==> config.mk <==
export PLATFORM = sky130hd
export DESIGN_NAME = dmem_arbiter
export DESIGN_NICKNAME = d
export VERILOG_FILES = /design/src/rtl/dmem_arbiter.sv
export SDC_FILE = /design/constraint.sdc
export NUM_CORES = 1
export LEC_CHECK = 0
export ABC_AREA = 1
export BUFFER_PORTS_ARGS = -buffer_cell sky130_fd_sc_hd__buf_2
export CORE_ASPECT_RATIO = 0.9
export CORE_MARGIN = 8
export CORE_UTILIZATION = 43
export CTS_CLUSTER_SIZE = 20
export DETAILED_ROUTE_END_ITERATION = 10
export PLACE_DENSITY = 0.72
export SYNTH_ARGS = -nofsm -noshare
export SYNTH_HDL_FRONTEND = slang
export SYNTH_SLANG_ARGS = --single-unit
export TNS_END_PERCENT = 1
==> constraint.sdc <==
create_clock -name clock -period 3.5 [get_ports clock]
set_clock_uncertainty 0.1 [all_clocks]
set_input_delay 0.35 -clock clock [delete_from_list [all_inputs] [get_ports clock]]
set_output_delay 0.35 -clock clock [all_outputs]
set_load 0.02 [all_outputs]
==> src/rtl/dmem_arbiter.sv <==
// dmem_arbiter: shares the single-port DataMem between the core load/store
// stage (port 0) and the program/data loader (port 1). Round-robin grant with
// a bounded burst; every access runs IDLE -> ACCESS -> RESP -> IDLE.
// The GPIO output register lives here, so GPIO accesses never touch DataMem.
//
// state  | meaning
// -------+--------------------------------------------------------------
// IDLE   | waiting for a request; arbitration and latching of the winner
// ACCESS | DataMem (or GPIO register) is accessed; write commits at the end
// RESP   | winner's ack pulses, read data presented from rdata_q

module dmem_arbiter #(
   parameter logic [31:0] GPIO_ADDR = 32'h0000ABCD,
   parameter int          BURST     = 4
) (
   input  logic        clock,
   input  logic        reset_n,

   input  logic        m0_req,
   input  logic        m0_we,
   input  logic [31:0] m0_addr,
   input  logic [31:0] m0_wdata,
   output logic        m0_ack,
   output logic [31:0] m0_rdata,

   input  logic        m1_req,
   input  logic        m1_we,
   input  logic [31:0] m1_addr,
   input  logic [31:0] m1_wdata,
   output logic        m1_ack,
   output logic [31:0] m1_rdata,

   output logic [31:0] mem_addr,
   output logic [31:0] mem_wdata,
   output logic        mem_we,
   input  logic [31:0] mem_rdata,

   output logic [31:0] gpio_out,
   output logic        busy
);

   typedef enum logic [1:0] {
      IDLE   = 2'd0,
      ACCESS = 2'd1,
      RESP   = 2'd2
   } state_t;

   localparam logic [3:0] BURST_L = 4'(BURST);

   state_t      state;
   logic        prio;       // port that wins when both request
   logic        gnt;        // port granted for the access in flight
   logic [3:0]  burst_cnt;  // consecutive grants to gnt, saturating at BURST
   logic        mem_we_q;
   logic [31:0] rdata_q;

   logic        win;
   logic        other_req;
   logic [3:0]  cnt_nxt;
   logic        prio_nxt;
   logic        gpio_hit;

   // Winner selection and burst/priority bookkeeping for the next grant.
   always_comb begin
      win       = 1'b0;
      other_req = 1'b0;
      cnt_nxt   = 4'd1;
      prio_nxt  = prio;
      if (m0_req && m1_req)
         win = prio;
      else
         win = m1_req;
      other_req = win ? m0_req : m1_req;
      // burst_cnt == 0 only right after reset: the first grant starts a new run.
      if ((burst_cnt == 4'd0) || (win != gnt))
         cnt_nxt = 4'd1;
      else if (burst_cnt >= BURST_L)
         cnt_nxt = BURST_L;
      else
         cnt_nxt = burst_cnt + 4'd1;
      if ((cnt_nxt == BURST_L) && other_req)
         prio_nxt = ~win;
      else
         prio_nxt = win;
   end

   assign gpio_hit = (mem_addr == GPIO_ADDR);

   // Decoded from the state register so it drops the moment reset asserts.
   assign mem_we   = (state == ACCESS) && mem_we_q && !gpio_hit;
   assign busy     = (state != IDLE);
   assign m0_rdata = rdata_q;
   assign m1_rdata = rdata_q;

   // Access sequencer: arbitration, latching, GPIO register and response.
   always_ff @(posedge clock or negedge reset_n) begin
      if (!reset_n) begin
         state     <= IDLE;
         prio      <= 1'b0;
         gnt       <= 1'b0;
         burst_cnt <= 4'd0;
         mem_we_q  <= 1'b0;
         mem_addr  <= 32'd0;
         mem_wdata <= 32'd0;
         rdata_q   <= 32'd0;
         gpio_out  <= 32'd0;
         m0_ack    <= 1'b0;
         m1_ack    <= 1'b0;
      end else begin
         case (state)
            IDLE: begin
               m0_ack <= 1'b0;
               m1_ack <= 1'b0;
               if (m0_req || m1_req) begin
                  gnt       <= win;
                  burst_cnt <= cnt_nxt;
                  prio      <= prio_nxt;
                  mem_we_q  <= win ? m1_we    : m0_we;
                  mem_addr  <= win ? m1_addr  : m0_addr;
                  mem_wdata <= win ? m1_wdata : m0_wdata;
                  state     <= ACCESS;
               end
            end
            ACCESS: begin
               if (mem_we_q && gpio_hit)
                  gpio_out <= mem_wdata;
               // Writes echo their own data back to the requester.
               if (mem_we_q)
                  rdata_q <= mem_wdata;
               else if (gpio_hit)
                  rdata_q <= gpio_out;
               else
                  rdata_q <= mem_rdata;
               m0_ack <= ~gnt;
               m1_ack <= gnt;
               state  <= RESP;
            end
            RESP: begin
               m0_ack <= 1'b0;
               m1_ack <= 1'b0;
               state  <= IDLE;
            end
            default: begin
               m0_ack <= 1'b0;
               m1_ack <= 1'b0;
               state  <= IDLE;
            end
         endcase
      end
   end

endmodule

# Word-level counts from Yosys, hierarchy flattened
# Cells that the tools add are included.
[classes]
addsub = 1
n_mul = 0
div = 0
magnitude_cmp = 1
eq_ne = 5
shift = 0
n_mux = 14
n_bitwise = 2
reduce_logical = 13
[ops]
columns = ["cell", "n"]
rows = [
  ["two-way mux 32 bit", 4],
  ["equality test 32 x 16 -> 1 bit (second input constant)", 1],
  ["two-way mux 4 bit", 2],
  ["two-way mux 1 bit", 6],
  ["logical AND 1 bit", 5],
  ["adder 4 x 1 -> 4 bit (second input constant)", 1],
  ["equality test 4 x 3 -> 1 bit (second input constant)", 1],
  ["greater-or-equal comparator 4 x 3 -> 1 bit (second input constant)", 1],
  ["logical NOT 4 bit", 1],
  ["case mux 2 bit (2 select lines)", 1],
  ["AND reduction 2 bit", 2],
  ["equality test 2 x 1 -> 1 bit (second input constant)", 1],
  ["logical NOT 2 bit", 1],
  ["logical OR 1 bit", 2],
  ["two-way mux 2 bit", 1],
  ["!= test 2 bit (second input constant)", 1],
  ["inverter 1 bit", 2],
  ["nonzero test 2 bit", 1],
  ["logical NOT 1 bit", 1],
  ["!= test 1 bit", 1],
]
[word_totals]
ff_bits = 139
latchBits = 0
mem_bits_rw = 0
mem_bits_ro = 0
wordCells = 47
n_memories = 0

# Logic depth before layout (Yosys ltp)
[logic_depth]
word_depth = 8
depth_mapped = 11

# Least setup slack after synthesis
# No wires, ideal clock.
[synth_timing]
kind = "flip-flop to output port"
startpoint = "reg mem_addr[1]"
endpoint = "out mem_we"
t_arrival_ps = 1380
slack_ps = 1670
stages_incl_launch_ff = 9
path_buffers = 1
path_cell_list = "dfrtp_1 -> inv_2 -> nand2_1 -> nor2_1 -> nand2_1 -> nor2_2 -> nand2_2 -> buf_2 -> and3_1"
[synth_between]
elab_chain_len = 3
[synth_lines]
columns = ["element", "line", "source"]
rows = [
  ["from (decl)", "33", "output logic [31:0] mem_addr,"],
  ["from (signal assigned)", "119", "mem_addr <= win ? m1_addr : m0_addr;"],
  ["equality test 32 x 16 -> 1 bit", "87", "assign gpio_hit = (mem_addr == GPIO_ADDR);"],
  ["logical NOT 1 bit", "90", "assign mem_we = (state == ACCESS) && mem_we_q && !gpio_hit;"],
  ["logical AND 1 bit", "90", ""],
  ["to (decl)", "35", "output logic mem_we,"],
]
# Every way passes these cells.

# Worst setup path after layout
[layout_timing]
startpoint = "reg mem_addr[31]"
endpoint = "out mem_we"
# The elaborated chain is that of the path after synthesis.

==> summary.md <==
The transition time at the pin with the least slew margin is 0.952 ns, and the summed instance area of the synthesized netlist is 0.00704 sq mm. In the final layout, flip-flops and latches occupy 0.00348 sq mm. The share of synthesized cell area in full adder, half adder and majority cells came out at 0.00356. The logs give 37600 um for the global-route wire length before repair and 17 for the number of buffers created by CTS.

The tools report the number of different library cells in the post-synthesis netlist as 25. The launch instance of the worst register-to-register path was state[1]$_DFFE_PN0P_. The design draws 8560 uW. The xor and xnor fraction of the mapped netlist area came out at 0.

The worst vdd rail ir drop is 0.000546 V. Setup repair after global routing left no endpoint under its margin. The share of Yosys cell area claimed by the top area cell type is 0.494, and the area taken by multi-input logic gates is 0.00278 sq mm. The effective utilization at floorplan is 0.438, and the multiplexer fraction of the synthesized cell area is 0. By area, the combinational part of the netlist is dominated by simple AND/OR/NAND/NOR gates. For the final hold violation count, the log shows 0. The worst hold path was traced through 3 stages. The path class of the tightest hold or removal check is input port to register. The number of global-route vias before repair is 7171. The die outline height was 137 um. The die width was 151 um. The kind of end point of the critical path is an output port.

The arrival time of data at the critical path endpoint was 1.98 ns. The run finished with clean final reports. The area overhead of the layout relative to synthesis works out to 29.4%.

Number of buffers added on ports: 329. The tools report the share of total power in combinational logic as 0.490. The minimum setup slack among reg-to-reg paths was 1.11 ns; the synthesized-area fraction occupied by ao, oa, aoi and oai cells was 0.170.

The routed design could run at a clock period as short as 2.43 ns. In this run the critical register-to-register path is captured at prio$_DFFE_PN0P_. The clock drives 139 sinks. In this run the power spent charging and discharging nets is 4010 uW.

A synthesized cell averages 8.12 sq um. The area of the die is 0.0207 sq mm. The total placed instance area was 0.00853 sq mm; the number of gates given a new drive strength after cts was 0. The initial antenna violation count was 0; the total number of nets in the final design was 1307. Number of nets with antenna violations after detailed routing: 0. Leaving out fill and tap cells, the most frequent cells in the layout are sky130_fd_sc_hd__buf_2 (328), sky130_fd_sc_hd__nand2_1 (196), sky130_fd_sc_hd__dfrtp_1 (139).

The tools report the count of final max-slew check failures as 0. sky130_fd_sc_hd__dfrtp_1 takes more of the synthesized area than any other cell. The worst-path maximum fanout is 14, and the number of synthesized register bits is 139. The final instance area was 0.00911 sq mm. 0 antenna diodes ended up in the layout. The ratio of cells with drive above 1 in the final layout was 0.378. In this run the standard cell core region covers 0.0161 sq mm. The H-tree was split into 4 levels. Max-cap violations in this run came to 0. Yosys attributes the largest share of cell area to sky130_fd_sc_hd__dfrtp_1 (49%), sky130_fd_sc_hd__nand2_1 (11%), sky130_fd_sc_hd__o22ai_1 (5.0%). The number of core rows is 44, and the number of filler cells placed in the layout is 1533.

The logs give 867 for the synthesized instance count and 6981 for the total number of vias. The sum of routed wire length over all layers is 24400 um, and the clock network fraction of total power is 0.203. The logs give 1035 for the post-synth net total and 2 for the maximum count of clock buffers along a single path. For the number of synthesis warnings, the log shows 0. The worst setup path is launched from a register. For this design the ratio of total power to cell area is 940 mW/mm^2.

The tools report the hold path endpoint as mem_addr[7]$_DFFE_PN0P_. The start-to-end type of the worst setup path was register to output port. The proportion of total power due to net switching is 0.468. Setup violations remaining at the end of the flow were counted as 0.

The commonest non-fill, non-tap cell in the layout is sky130_fd_sc_hd__buf_2. TritonCTS built the clock tree. The depth of the worst register-to-register path was 9. The cell-internal power was 4550 uW. For the global-route total usage across every layer, the log shows 0.233. The beginning of the worst hold path was m1_addr[7]. For the DRC violations left, the log shows 0. Clock latency on the worst-skew pair, taken at its later pin, is 0.42 ns. Entering global routing, the biggest net connects 90 pins.

The HPWL after detailed placement is 17400 um. After global routing the overflow that remains totals 0. The number of DRC markers in iteration 0 is 431. The clock-pin transition on the worst setup and hold timing paths is 0.06 ns, and the data required time at the worst endpoint is 3.05 ns.

The pre-antenna-repair detailed-routing pass consisted of 5 iterations. The fraction of the mapped netlist area in simple logic gates was 0.220. For the worst slew margin relative to its limit, the log shows 0.364. The highest clock rate is 0.411 GHz. In this run the count of I/O pins placed on the die edge is 330.

The leakage power of the design is 0.00491 uW, and the detail-routed net length per standard cell is 17.9 um. At the end of routability-driven placement, the weighted congestion stood at 0.860. The buffer type at the clock tree root was sky130_fd_sc_hd__clkbuf_16. Summed over all failing endpoints, the final setup total negative slack is 0 ns. The portion of total power attributed to sequential cells is 0.308.

For the share of synthesized area occupied by flip-flops and latches, the log shows 0.494. The final worst-path cycle share was 0.695. After detailed routing, the number of vias per cell comes to 5.14.
## timing repair
item / CTS / global route
setup buffers: 0 / 0
endpoints found under the hold margin: 71 / 0
hold buffers: 1 / 0
setup endpoints to repair: 0 / 0
## worst max-delay path, stage by stage, from the launching register on
cell and delay (ns):
sky130_fd_sc_hd__dfrtp_1 0.39, sky130_fd_sc_hd__inv_2 0.09, sky130_fd_sc_hd__nand2_1 0.09, sky130_fd_sc_hd__nor2_1 0.09, sky130_fd_sc_hd__nand2_1 0.07, sky130_fd_sc_hd__nor2_2 0.18
sky130_fd_sc_hd__nand2_2 0.25, sky130_fd_sc_hd__and3_1 0.24, sky130_fd_sc_hd__buf_2 0.16
## sequential cells by signal, indices dropped and copies added, names as in the netlist, 2 cells and up
register and cells:
gpio_out 32, m0_rdata 32, mem_addr 32, mem_wdata 32, burst_cnt 4, state 2
## logic make-up (layout without fill, tap and decap cells)
group | after synthesis | after routing
AND/OR/NAND/NOR | 371 | 371
AO/OA/AOI/OAI | 200 | 200
buffers and inverters | 155 | 440
flip-flops | 139 | 139
adder cells (fa/ha/maj) | 2 | 2
## Yosys cell counts
cell / number
sky130_fd_sc_hd__nor3_1: 1
sky130_fd_sc_hd__nand4_4: 1
sky130_fd_sc_hd__o22ai_1: 56
sky130_fd_sc_hd__o21ai_2: 33
sky130_fd_sc_hd__buf_1: 4
sky130_fd_sc_hd__o21ai_0: 28
sky130_fd_sc_hd__and3_1: 1
sky130_fd_sc_hd__o21ai_1: 30
sky130_fd_sc_hd__nand2_2: 10
sky130_fd_sc_hd__clkbuf_2: 1
sky130_fd_sc_hd__clkbuf_1: 16
sky130_fd_sc_hd__nand3_1: 66
sky130_fd_sc_hd__inv_2: 13
sky130_fd_sc_hd__buf_4: 33
sky130_fd_sc_hd__buf_2: 29
sky130_fd_sc_hd__inv_1: 53
sky130_fd_sc_hd__ha_1: 2
sky130_fd_sc_hd__nor2_1: 87
sky130_fd_sc_hd__a21oi_1: 53
sky130_fd_sc_hd__nor2_4: 2
sky130_fd_sc_hd__dfrtp_1: 139
sky130_fd_sc_hd__buf_6: 6
sky130_fd_sc_hd__nand4_1: 2
sky130_fd_sc_hd__nor2_2: 4
sky130_fd_sc_hd__nand2_1: 197
## area by class of cell
class	instances	area share
Sequential cell	139	0.382
Multi-Input combinational cell	573	0.305
Timing Repair Buffer	342	0.195
Clock buffer	22	0.0521
Tap cell	207	0.0284
Inverter	66	0.0273
Clock inverter	10	0.0100
## per-stage QoR
step / util / hold slack [ns] / worst slack, ns / std cells
after floorplan: - / -0.0456 / 1.67 / 867
after global placement: 0.531 / 0.311 / 1.17 / 1326
after detailed placement: 0.531 / 0.317 / 1.13 / 1326
after CTS: 0.567 / 0.0581 / 1.03 / 1359
after global routing: 0.567 / 0.0669 / 0.792 / 1359
final: 0.567 / 0.0791 / 1.07 / 1359
## power groups by stage
stage | logic [uW] | clock network (uW) | registers (uW)
final | 4190 | 1740 | 2630
after floorplan | 2310 | 0 | 3310
after detailed placement | 4220 | 0 | 2660
after CTS | 4240 | 1760 | 2630
after global routing | 4600 | 1830 | 2720
after global placement | 4180 | 0 | 2630
## per-layer routing
metal | part of all wire | up-vias | GRT usage
li1 | - | 3371 | -
met5 | 0 | - | 0
met1 | 0.41 | 3294 | 0.277
met4 | 0.016 | 0 | 0.0752
met3 | 0.092 | 26 | 0.0739
met2 | 0.48 | 290 | 0.394
## how the worst max path moves through the flow
stage                        startpoint          endpoint  slack, ns
2_1_floorplan   mem_addr[1]$_DFFE_PN0P_            mem_we       1.67
3_3_place_gp       state[1]$_DFFE_PN0P_  prio$_DFFE_PN0P_       1.17
3_5_place_dp       state[1]$_DFFE_PN0P_  prio$_DFFE_PN0P_       1.13
4_1_cts        mem_addr[31]$_DFFE_PN0P_            mem_we       1.03
5_1_grt            state[1]$_DFFE_PN0P_  prio$_DFFE_PN0P_       0.79
6_report       mem_addr[31]$_DFFE_PN0P_            mem_we       1.07
No activity file was read; power rests on OpenSTA's default activity.
